`config.mk`:
```
export PLATFORM = sky130hd
export DESIGN_NAME = fifo_rr_scheduler_flat
export DESIGN_NICKNAME = d
export VERILOG_FILES = /design/src/rtl/fifo_rr_scheduler_pkg.sv /design/src/rtl/fifo_rr_scheduler_if.sv /design/src/rtl/fifo_rr_scheduler_arbiter.sv /design/src/rtl/fifo_rr_scheduler.sv /design/src/flat_wrapper.sv
export SDC_FILE = /design/constraint.sdc
export NUM_CORES = 1
export LEC_CHECK = 0
export BUFFER_PORTS_ARGS = -buffer_cell sky130_fd_sc_hd__buf_2
export CAP_MARGIN = 30
export CORE_MARGIN = 8
export CORE_UTILIZATION = 55
export CTS_CLUSTER_SIZE = 12
export DETAILED_ROUTE_END_ITERATION = 10
export PLACE_DENSITY = 0.87
export SKIP_LAST_GASP = 1
export SYNTH_ARGS = -nofsm -noshare
export SYNTH_HDL_FRONTEND = slang
export SYNTH_SLANG_ARGS = --single-unit
```
`constraint.sdc`:
```
create_clock -name clk -period 7.8 [get_ports clk]
set_input_delay 1.56 -clock clk [delete_from_list [all_inputs] [get_ports clk]]
set_output_delay 1.56 -clock clk [all_outputs]
set_load 0.05 [all_outputs]
```
`src/rtl/fifo_rr_scheduler_pkg.sv`:
```
// Shared definitions for the round-robin FIFO write scheduler.
//   NUM_REQ_DEF / DATA_W_DEF / FIFO_DEPTH_DEF : default configuration
//   MAX_REQ                                    : widest producer vector rr_pick accepts
//   src_id_t                                   : producer index type for the default config
//   rr_pick(req, ptr, n)                       : round-robin search helper
package fifo_sched_pkg;

  localparam int unsigned NUM_REQ_DEF    = 4;
  localparam int unsigned DATA_W_DEF     = 4;
  localparam int unsigned FIFO_DEPTH_DEF = 4;
  localparam int unsigned MAX_REQ        = 8;
  localparam int unsigned SRC_W_DEF      = $clog2(NUM_REQ_DEF);

  typedef logic [SRC_W_DEF-1:0] src_id_t;

  // Returns the first index i with req[i] set, searching ptr, ptr+1, ...
  // and wrapping at n-1 -> 0. Returns n when nothing is requesting.
  // ptr must be below n; only the low n bits of req are examined.
  function automatic int unsigned rr_pick(input logic [MAX_REQ-1:0] req,
                                          input int unsigned        ptr,
                                          input int unsigned        n);
    int unsigned idx;
    logic        found;
    rr_pick = n;
    found   = 1'b0;
    idx     = 0;
    for (int unsigned k = 0; k < MAX_REQ; k++) begin
      if (k < n && !found) begin
        idx = ptr + k;
        if (idx >= n) idx = idx - n;
        // shift-and-test keeps the select free of a variable bit index
        if (((req >> idx) & MAX_REQ'(1)) != '0) begin
          rr_pick = idx;
          found   = 1'b1;
        end
      end
    end
  endfunction

endpackage

```
`src/rtl/fifo_rr_scheduler_if.sv`:
```
// Bundle of the producer, FIFO and output-stream handshakes around the
// scheduler.
//   master : scheduler view (drives grants, FIFO strobes, output word)
//   slave  : environment view (producers, FIFO, downstream consumer)
interface fifo_rr_scheduler_if
  import fifo_sched_pkg::*;
#(
  parameter int unsigned NUM_REQ = NUM_REQ_DEF,
  parameter int unsigned DATA_W  = DATA_W_DEF
);
  localparam int unsigned SRC_W = $clog2(NUM_REQ);

  // producers
  logic [NUM_REQ-1:0]        req_vld;
  logic [NUM_REQ*DATA_W-1:0] req_data;
  logic [NUM_REQ-1:0]        req_rdy;
  // FIFO ports
  logic                      write_en;
  logic [DATA_W-1:0]         write_data;
  logic                      full;
  logic                      empty;
  logic                      read_en;
  logic [DATA_W-1:0]         read_data;
  // output stream
  logic                      out_vld;
  logic [DATA_W-1:0]         out_data;
  logic [SRC_W-1:0]          out_src;
  logic                      out_rdy;

  modport master (
    input  req_vld, req_data, full, empty, read_data, out_rdy,
    output req_rdy, write_en, write_data, read_en, out_vld, out_data, out_src
  );

  modport slave (
    output req_vld, req_data, full, empty, read_data, out_rdy,
    input  req_rdy, write_en, write_data, read_en, out_vld, out_data, out_src
  );

endinterface

```
`src/rtl/fifo_rr_scheduler_arbiter.sv`:
```
// Round-robin pick logic with its rotating priority pointer.
//   clk, rstN  : clock, asynchronous active-low reset (pointer -> 0)
//   req        : per-producer request vector
//   can_wr     : a write may be issued this cycle
//   grant      : one-hot grant, or zero
//   grant_idx  : index of the granted producer (meaningful when |grant)
module rr_arbiter
  import fifo_sched_pkg::*;
#(
  parameter  int unsigned NUM_REQ = NUM_REQ_DEF,
  localparam int unsigned SRC_W   = $clog2(NUM_REQ)
) (
  input  logic               clk,
  input  logic               rstN,
  input  logic [NUM_REQ-1:0] req,
  input  logic               can_wr,
  output logic [NUM_REQ-1:0] grant,
  output logic [SRC_W-1:0]   grant_idx
);

  logic [SRC_W-1:0] ptr;
  int unsigned      pick;
  logic             hit;

  always_comb begin
    pick      = rr_pick(MAX_REQ'(req), 32'(ptr), NUM_REQ);
    hit       = (pick < NUM_REQ) && can_wr;
    grant_idx = SRC_W'(pick);
    grant     = '0;
    if (hit) grant = NUM_REQ'(1) << pick;
  end

  // NUM_REQ need not be a power of two, so the wrap is explicit.
  always_ff @(posedge clk or negedge rstN) begin
    if (!rstN) begin
      ptr <= '0;
    end else if (hit) begin
      ptr <= (pick == NUM_REQ - 1) ? '0 : SRC_W'(pick + 1);
    end
  end

endmodule

```
`src/rtl/fifo_rr_scheduler.sv`:
```
// Shares one FIFO between NUM_REQ producers: a round-robin write scheduler
// feeds the FIFO, a read sequencer pops it into a registered valid/ready
// output stage, and a shadow queue tags each word with its producer index.
//   clk, rstN : clock, asynchronous active-low reset
//   cfg_en    : 1 = new grants allowed (draining continues regardless)
//   bus       : producer / FIFO / output handshakes (master view)
//   idle      : nothing in the FIFO and no output word pending
//   sync_err  : sticky, shadow occupancy disagreed with FIFO full/empty
module fifo_rr_scheduler
  import fifo_sched_pkg::*;
#(
  parameter int unsigned NUM_REQ    = NUM_REQ_DEF,
  parameter int unsigned DATA_W     = DATA_W_DEF,
  parameter int unsigned FIFO_DEPTH = FIFO_DEPTH_DEF
) (
  input  logic                 clk,
  input  logic                 rstN,
  input  logic                 cfg_en,
  fifo_rr_scheduler_if.master  bus,
  output logic                 idle,
  output logic                 sync_err
);

  localparam int unsigned SRC_W = $clog2(NUM_REQ);
  localparam int unsigned PTR_W = $clog2(FIFO_DEPTH);
  localparam int unsigned CNT_W = PTR_W + 1;

  logic                 read_en;
  logic                 can_wr;
  logic                 write_en;
  logic [NUM_REQ-1:0]   grant;
  logic [SRC_W-1:0]     grant_idx;
  logic [DATA_W-1:0]    write_data;

  logic [SRC_W-1:0]     shq [FIFO_DEPTH];
  logic [PTR_W-1:0]     wr_ptr;
  logic [PTR_W-1:0]     rd_ptr;
  logic [CNT_W-1:0]     count;

  logic                 out_vld;
  logic [DATA_W-1:0]    out_data;
  logic [SRC_W-1:0]     out_src;

  // Strobes are qualified by rstN so that no grant or pop is offered
  // while reset is held, regardless of what the FIFO flags show.
  always_comb begin
    read_en = rstN && !bus.empty && (!out_vld || bus.out_rdy);
    can_wr  = rstN && cfg_en && (!bus.full || read_en);
  end

  rr_arbiter #(
    .NUM_REQ (NUM_REQ)
  ) u_arb (
    .clk       (clk),
    .rstN      (rstN),
    .req       (bus.req_vld),
    .can_wr    (can_wr),
    .grant     (grant),
    .grant_idx (grant_idx)
  );

  always_comb begin
    write_en   = |grant;
    write_data = '0;
    for (int unsigned i = 0; i < NUM_REQ; i++) begin
      if (grant[i]) write_data = bus.req_data[i*DATA_W +: DATA_W];
    end
  end

  // Shadow queue storage; contents are only meaningful between the pointers.
  always_ff @(posedge clk) begin
    if (write_en) shq[wr_ptr] <= grant_idx;
  end

  always_ff @(posedge clk or negedge rstN) begin
    if (!rstN) begin
      wr_ptr <= '0;
      rd_ptr <= '0;
      count  <= '0;
    end else begin
      if (write_en) wr_ptr <= wr_ptr + PTR_W'(1);
      if (read_en)  rd_ptr <= rd_ptr + PTR_W'(1);
      if (write_en && !read_en)      count <= count + CNT_W'(1);
      else if (!write_en && read_en) count <= count - CNT_W'(1);
    end
  end

  always_ff @(posedge clk or negedge rstN) begin
    if (!rstN) begin
      out_vld  <= 1'b0;
      out_data <= '0;
      out_src  <= '0;
    end else if (read_en) begin
      out_vld  <= 1'b1;
      out_data <= bus.read_data;
      out_src  <= shq[rd_ptr];
    end else if (bus.out_rdy) begin
      out_vld  <= 1'b0;
    end
  end

  always_ff @(posedge clk or negedge rstN) begin
    if (!rstN) begin
      sync_err <= 1'b0;
    end else if (((count == CNT_W'(FIFO_DEPTH)) != bus.full) ||
                 ((count == '0) != bus.empty)) begin
      sync_err <= 1'b1;
    end
  end

  always_comb begin
    idle           = (count == '0) && !out_vld;
    bus.req_rdy    = grant;
    bus.write_en   = write_en;
    bus.write_data = write_data;
    bus.read_en    = read_en;
    bus.out_vld    = out_vld;
    bus.out_data   = out_data;
    bus.out_src    = out_src;
  end

endmodule

```
`src/flat_wrapper.sv`:
```
// flat-port wrapper written by rule: the top's interface ports become plain ports
module fifo_rr_scheduler_flat import fifo_sched_pkg::*;
#(
  parameter int unsigned NUM_REQ    = NUM_REQ_DEF,
  parameter int unsigned DATA_W     = DATA_W_DEF,
  parameter int unsigned FIFO_DEPTH = FIFO_DEPTH_DEF
)
  (clk, rstN, cfg_en, idle, sync_err, bus_req_vld, bus_req_data, bus_full, bus_empty, bus_read_data, bus_out_rdy, bus_req_rdy, bus_write_en, bus_write_data, bus_read_en, bus_out_vld, bus_out_data, bus_out_src);
  fifo_rr_scheduler_if #(.NUM_REQ(NUM_REQ), .DATA_W(DATA_W)) bus_i ();
  input  logic clk;
  input  logic rstN;
  input  logic cfg_en;
  output logic idle;
  output logic sync_err;
  input wire logic [$bits(bus_i.req_vld)-1:0] bus_req_vld;
  input wire logic [$bits(bus_i.req_data)-1:0] bus_req_data;
  input wire logic [$bits(bus_i.full)-1:0] bus_full;
  input wire logic [$bits(bus_i.empty)-1:0] bus_empty;
  input wire logic [$bits(bus_i.read_data)-1:0] bus_read_data;
  input wire logic [$bits(bus_i.out_rdy)-1:0] bus_out_rdy;
  output wire logic [$bits(bus_i.req_rdy)-1:0] bus_req_rdy;
  output wire logic [$bits(bus_i.write_en)-1:0] bus_write_en;
  output wire logic [$bits(bus_i.write_data)-1:0] bus_write_data;
  output wire logic [$bits(bus_i.read_en)-1:0] bus_read_en;
  output wire logic [$bits(bus_i.out_vld)-1:0] bus_out_vld;
  output wire logic [$bits(bus_i.out_data)-1:0] bus_out_data;
  output wire logic [$bits(bus_i.out_src)-1:0] bus_out_src;
  assign bus_i.req_vld = bus_req_vld;
  assign bus_i.req_data = bus_req_data;
  assign bus_i.full = bus_full;
  assign bus_i.empty = bus_empty;
  assign bus_i.read_data = bus_read_data;
  assign bus_i.out_rdy = bus_out_rdy;
  assign bus_req_rdy = bus_i.req_rdy;
  assign bus_write_en = bus_i.write_en;
  assign bus_write_data = bus_i.write_data;
  assign bus_read_en = bus_i.read_en;
  assign bus_out_vld = bus_i.out_vld;
  assign bus_out_data = bus_i.out_data;
  assign bus_out_src = bus_i.out_src;
  fifo_rr_scheduler #(.NUM_REQ(NUM_REQ), .DATA_W(DATA_W), .FIFO_DEPTH(FIFO_DEPTH)) u_core (.clk(clk), .rstN(rstN), .cfg_en(cfg_en), .bus(bus_i), .idle(idle), .sync_err(sync_err));
endmodule
```
# == Yosys cells after proc, flatten, opt, wreduce, memory -nomap -nowiden ==
# Memory sizes are Yosys's and may differ from the RTL's. A register that Yosys moved wholly into a read port is not among the register bits.
# Index checks and enable logic that the tools add are counted.
# Widths: inputs -> output; s select.
# classes
n_eq_ne,4
mux,31
n_addsub,12
reduce_logical,21
shift,5
order_cmp,5
# ops
cell,n
$mux 32,14
$shr 4x32->1,4
$eq 32x2->1 const B,1
$lt 32x3->1 const B,1
$shl 1x32->4 const A,1
$mux 4,5
$sub 3x3->4 const B,3
$ge 3x3->1 const B,3
$mux 1,9
$logic_and 1x1->1,8
$add 2x1->2 const B,3
$add 2x2->3 const B,2
$logic_not 1->1,6
$mux 3,2
$reduce_bool 2->1,2
$reduce_or 4->1,1
$sub 2x3->4 const B,1
$add 2x1->3 const B,1
$add 3x1->3 const B,1
$eq 3x3->1 const B,1
$ge 2x3->1 const B,1
$logic_not 3->1,1
$logic_or 1x1->1,3
$sub 3x1->3 const B,1
2 further kinds,3
# word_totals
reg_bits,15
ramBits,8
n_memories,1
wordCells,86
out_inout_bits,19
# memory_table
memory,depth,word_bits,rd,rd_clocked_by_memory_dff,write_ports,line,rtl
u_core.shq,4,2,1,1,1,fifo_rr_scheduler.sv:35,logic [SRC_W-1:0] shq [FIFO_DEPTH];

# == Logic depth before layout (Yosys ltp) ==
# logic_depth
depth_word,24
ltp_mapped,14
depth_no_buf,12

# == Hierarchy ==
# From an unflattened synthesis, not the netlist that was laid out.
# hier_totals
hier_cells,147
hier_area_um2,1711.6
# by_module_without_submodules
module,n_inst,area_per_inst_um2,seq_area_each_um2,cells_per_inst
fifo_rr_scheduler,1,1193.6,615.6,92
rr_arbiter,1,518.0,50.0,55

# == Worst setup path before layout ==
# Ideal clock, no wire load.
# synth_path
path_type,input -> output
start,in bus_req_vld[2]
end,out bus_write_data[0]
path_buffers,1
required_ns,6.240
setup_slack_ns,2.738
path_stages,7
t_arrival_ns,3.502
path_cell_list,mux2i_1 > nor3_1 > a211oi_2 > nand4_2 > and2_1 > buf_4 > a32oi_1
# synth_between
elab_chain_cells,15
word_cells_on_any_way,24
# synth_rtl
item,line,rtl
"start, declared",flat_wrapper.sv:15,input wire logic [$bits(bus_i.req_vld)-1:0] bus_req_vld;
$shr 4x32->1,fifo_rr_scheduler_pkg.sv:32,if (((req >> idx) & MAX_REQ'(1)) != '0) begin
$mux 32 (2 in series),fifo_rr_scheduler_pkg.sv:32,
$mux 32,fifo_rr_scheduler_pkg.sv:28,if (k < n && !found) begin
$mux 32,fifo_rr_scheduler_pkg.sv:32,
$mux 32,fifo_rr_scheduler_pkg.sv:28,
$mux 32,fifo_rr_scheduler_pkg.sv:32,
$mux 32 *,fifo_rr_scheduler_pkg.sv:28,
named net u_core.grant_idx[1],fifo_rr_scheduler.sv:32,logic [SRC_W-1:0] grant_idx;
$lt 32x3->1,fifo_rr_scheduler_arbiter.sv:27,hit = (pick < NUM_REQ) && can_wr;
$logic_and 1x1->1,fifo_rr_scheduler_arbiter.sv:27,
$mux 4 *,fifo_rr_scheduler_arbiter.sv:30,if (hit) grant = NUM_REQ'(1) << pick;
$mux 4 (3 in series),fifo_rr_scheduler.sv:66,if (grant[i]) write_data = bus.req_data[i*DATA_W +: DATA_W];
$mux 4 *,fifo_rr_scheduler.sv:66,
"end, declared",flat_wrapper.sv:23,output wire logic [$bits(bus_i.write_data)-1:0] bus_write_data;
# Mark *: on every way through the listed nets, which the timed path passes. The rest lies on a longest branch.

# == Final worst setup path ==
# layout_path
start,in bus_req_vld[2]
end,out bus_write_data[1]
# layout_between
elab_chain_cells,15
word_cells_on_any_way,24
# layout_rtl
item,line
$shr 4x32->1,fifo_rr_scheduler_pkg.sv:32
$mux 32 (2 in series),fifo_rr_scheduler_pkg.sv:32
$mux 32,fifo_rr_scheduler_pkg.sv:28
$mux 32,fifo_rr_scheduler_pkg.sv:32
$mux 32,fifo_rr_scheduler_pkg.sv:28
$mux 32,fifo_rr_scheduler_pkg.sv:32
$mux 32 *,fifo_rr_scheduler_pkg.sv:28
$lt 32x3->1,fifo_rr_scheduler_arbiter.sv:27
$logic_and 1x1->1,fifo_rr_scheduler_arbiter.sv:27
$mux 4 *,fifo_rr_scheduler_arbiter.sv:30
$mux 4 (3 in series),fifo_rr_scheduler.sv:66
$mux 4 *,fifo_rr_scheduler.sv:66
# Every way passes the cells marked *; elsewhere a longest branch is shown, timed or not.

==> metrics <==
Reg area=666 sq um; yosys warns=0; DRC viols=0; source of the worst register-to-register timing path=u_core.u_arb.ptr[0]$_DFFE_PN0P_; Critical path origin=bus_req_vld[2]; Fill cells=242; # IOs=49; Final min period=5220 ps; area of the multi-input gates=895 sq um; RD Place Congestion=0.854; Port Buffer Count=48; GR Util All Layers=14.4%; crit-path max FO=14; Synth Cell Area=1640 sq um; area delta synth->final=16.2%; Die Wd=70.7 um; layout cell share with drive strength beyond 1=35.5%; setup TNS=0 ps; total CTS buffers=3; highest clock rate=0.192 GHz; Synth area leader=dfrtp_1; antenna violations before repair=0; Post-Synthesis Cells=154; WL per Instance=14.9 um; Routed Antenna Nets=0; largest net degree at the start of global routing=32; die height=70.7 um; drt total wl=3470 um; run status=completed; CP Capture Type=output port; # resized after CTS=0; TritonRoute pass-1 iters=4; syn avg cell area=10.7 sq um; Remaining Overflow, GRT=0; crit start category=primary input; hold path start=u_core.sync_err$_DFFE_PN0P_; first-pass GRT wire length=5930 um; row count=20; Syn Nets=195; Synth top area share=25.9%; initial core utilization=55.7%; Leak=0.876 nW; final hold vios=0; CP Data Required Time=6240 ps; Post-CTS Hold Buffers=0; hold crit path type=register to register; Slew HR=52.8%; clock buffer depth=2; Nets=242; pwr dens=450 nW/um^2; Worst Path Class, Setup=primary input to output port; ANT cells=0; setup bufs post-CTS=0; Detail Placement HPWL=2740 um; CTS Sinks=25; DR vias=1,355; Period Utilization, post-route=66.9%; RSZ-0062 raised after global routing=no; #FFs+latches synth=25; peak supply drop=0.323 mV; number of global-route vias before repair=1,354; Core Util, Final=64.7%; root buffer cell=clkbuf_4; clk_skew=2.82 ps; starting DRC count in detailed routing=50; Arr. time, crit path=3660 ps; max-cap violation count=0; clk slew on worst S/H paths=130 ps; Setup Viol. Count Final=0; largest cells by area after synthesis=dfrtp_1 26%, edfxtp_1 15%, ha_1 7.6%; Die ar.=4990 sq um; Least-Margin Pin Slew=705 ps; max-slew violation count=0; H-tree lvl count=1; Core ar.=2950 sq um; distinct cell type count after synthesis=40; Clk Latency, worst-skew pair=310 ps; CTS tree=built; register area share after synthesis=40.5%; vias per cell=5.82
==> per-layer routing <==
metal	vias to the layer above	global-route usage [%]	routed length [um]
met5	-	0	0
met4	0	5.08	38
met3	5	6.50	400
met2	71	22.5	1490
met1	620	17.2	1540
li1	659	-	-
==> critical path: stages <==
cell	delay, ps
buf_2	130
mux2i_1	110
o22a_1	270
a211o_1	310
a22oi_2	440
inv_1	320
nand3_1	180
a32oi_1	100
buf_2	240
==> final cells by class <==
type / instances / share of cell area, %
tap: 33 / 2.16
clock buffer: 3 / 1.18
sequential: 25 / 34.8
clock inverter: 1 / 0.262
multi-input combinational: 113 / 46.8
inverter: 9 / 1.77
timing repair buffer: 49 / 13.0
==> final timing paths <==
check	endpoint	slack, ps	cells past startpoint
worst max-delay path	bus_write_data[1]	2580	9
worst min-delay path	u_core.sync_err$_DFFE_PN0P_	480	1
worst max register to register	u_core.count[2]$_DFFE_PN0P_	4270	13
worst min register to register	u_core.sync_err$_DFFE_PN0P_	480	1
max in group asynchronous	u_core.wr_ptr[0]$_DFFE_PN0P_	6370	1
min in group asynchronous	u_core.bus.out_src[1]$_DFFE_PN0P_	1150	1
==> where the power goes <==
group,switching (W),total [W],internal (W)
registers,0.0000485,0.000237,0.000188
clock network,0.0000372,0.0000564,0.0000192
logic,0.000380,0.000566,0.000185
==> per-stage QoR <==
stage	worst slack (ps)	std cells	instance area [sq um]	hold WS [ps]	power, W
floorplan	2740	154	1640	481	0.000716
finish	2580	233	1910	476	0.000859
CTS	2570	233	1910	482	0.000865
global placement	2580	229	1880	449	0.000794
detailed placement	2570	229	1880	452	0.000808
global route	2380	233	1910	513	0.000925
==> sequential cells by signal, summed over array words and instances, names as in the netlist <==
signal / count
u_core.shq: 8
u_core.bus.out_data: 4
u_core.count: 3
u_core.bus.out_src: 2
u_core.rd_ptr: 2
u_core.u_arb.ptr: 2
u_core.wr_ptr: 2
u_core.bus.out_vld: 1
u_core.sync_err: 1
==> cell families after synthesis <==
logic type	after synthesis	synth area share, %
flops	25	40.5
simple gates	52	16.7
fa+ha+maj	11	8.83
compound gates	28	13.5
xor+xnor	6	3.20
mux	16	11.8
buf+inv	16	5.48
==> synthesized netlist by cell type <==
cell type	count
dfrtp_1	17
nand3_1	14
ha_1	10
inv_1	9
nor2_1	9
a32oi_1	8
edfxtp_1	8
mux2_2	7
mux2i_1	7
and2_1	6
nand2_1	6
o21ai_0	5
or2_2	4
buf_2	3
buf_6	3
nor2b_1	3
xnor2_1	3
xor2_1	3
a31oi_1	2
mux4_2	2
nand2b_1	2
nor3_1	2
nor4_1	2
o22a_1	2
o22ai_1	2
a211o_1	1
a211oi_2	1
a21bo_2	1
a21o_1	1
a22oi_2	1
and3_1	1
buf_4	1
fa_1	1
nand4_1	1
nand4_2	1
o221ai_1	1
o2bb2ai_1	1
o311ai_0	1
o31ai_1	1
or2_0	1
==> cells in the final DEF, fill, tap and decap left out, types with 4 or more instances in the layout <==
cell type	count
mux2_2	7
nor2_1	9
dfrtp_1	17
buf_2	48
inv_1	9
ha_1	10
a32oi_1	8
mux2i_1	7
or2_2	4
and2_1	6
o21ai_0	5
nand3_1	14
nand2_1	6
edfxtp_1	8
Note: power is estimated with default switching activity, not from simulation.
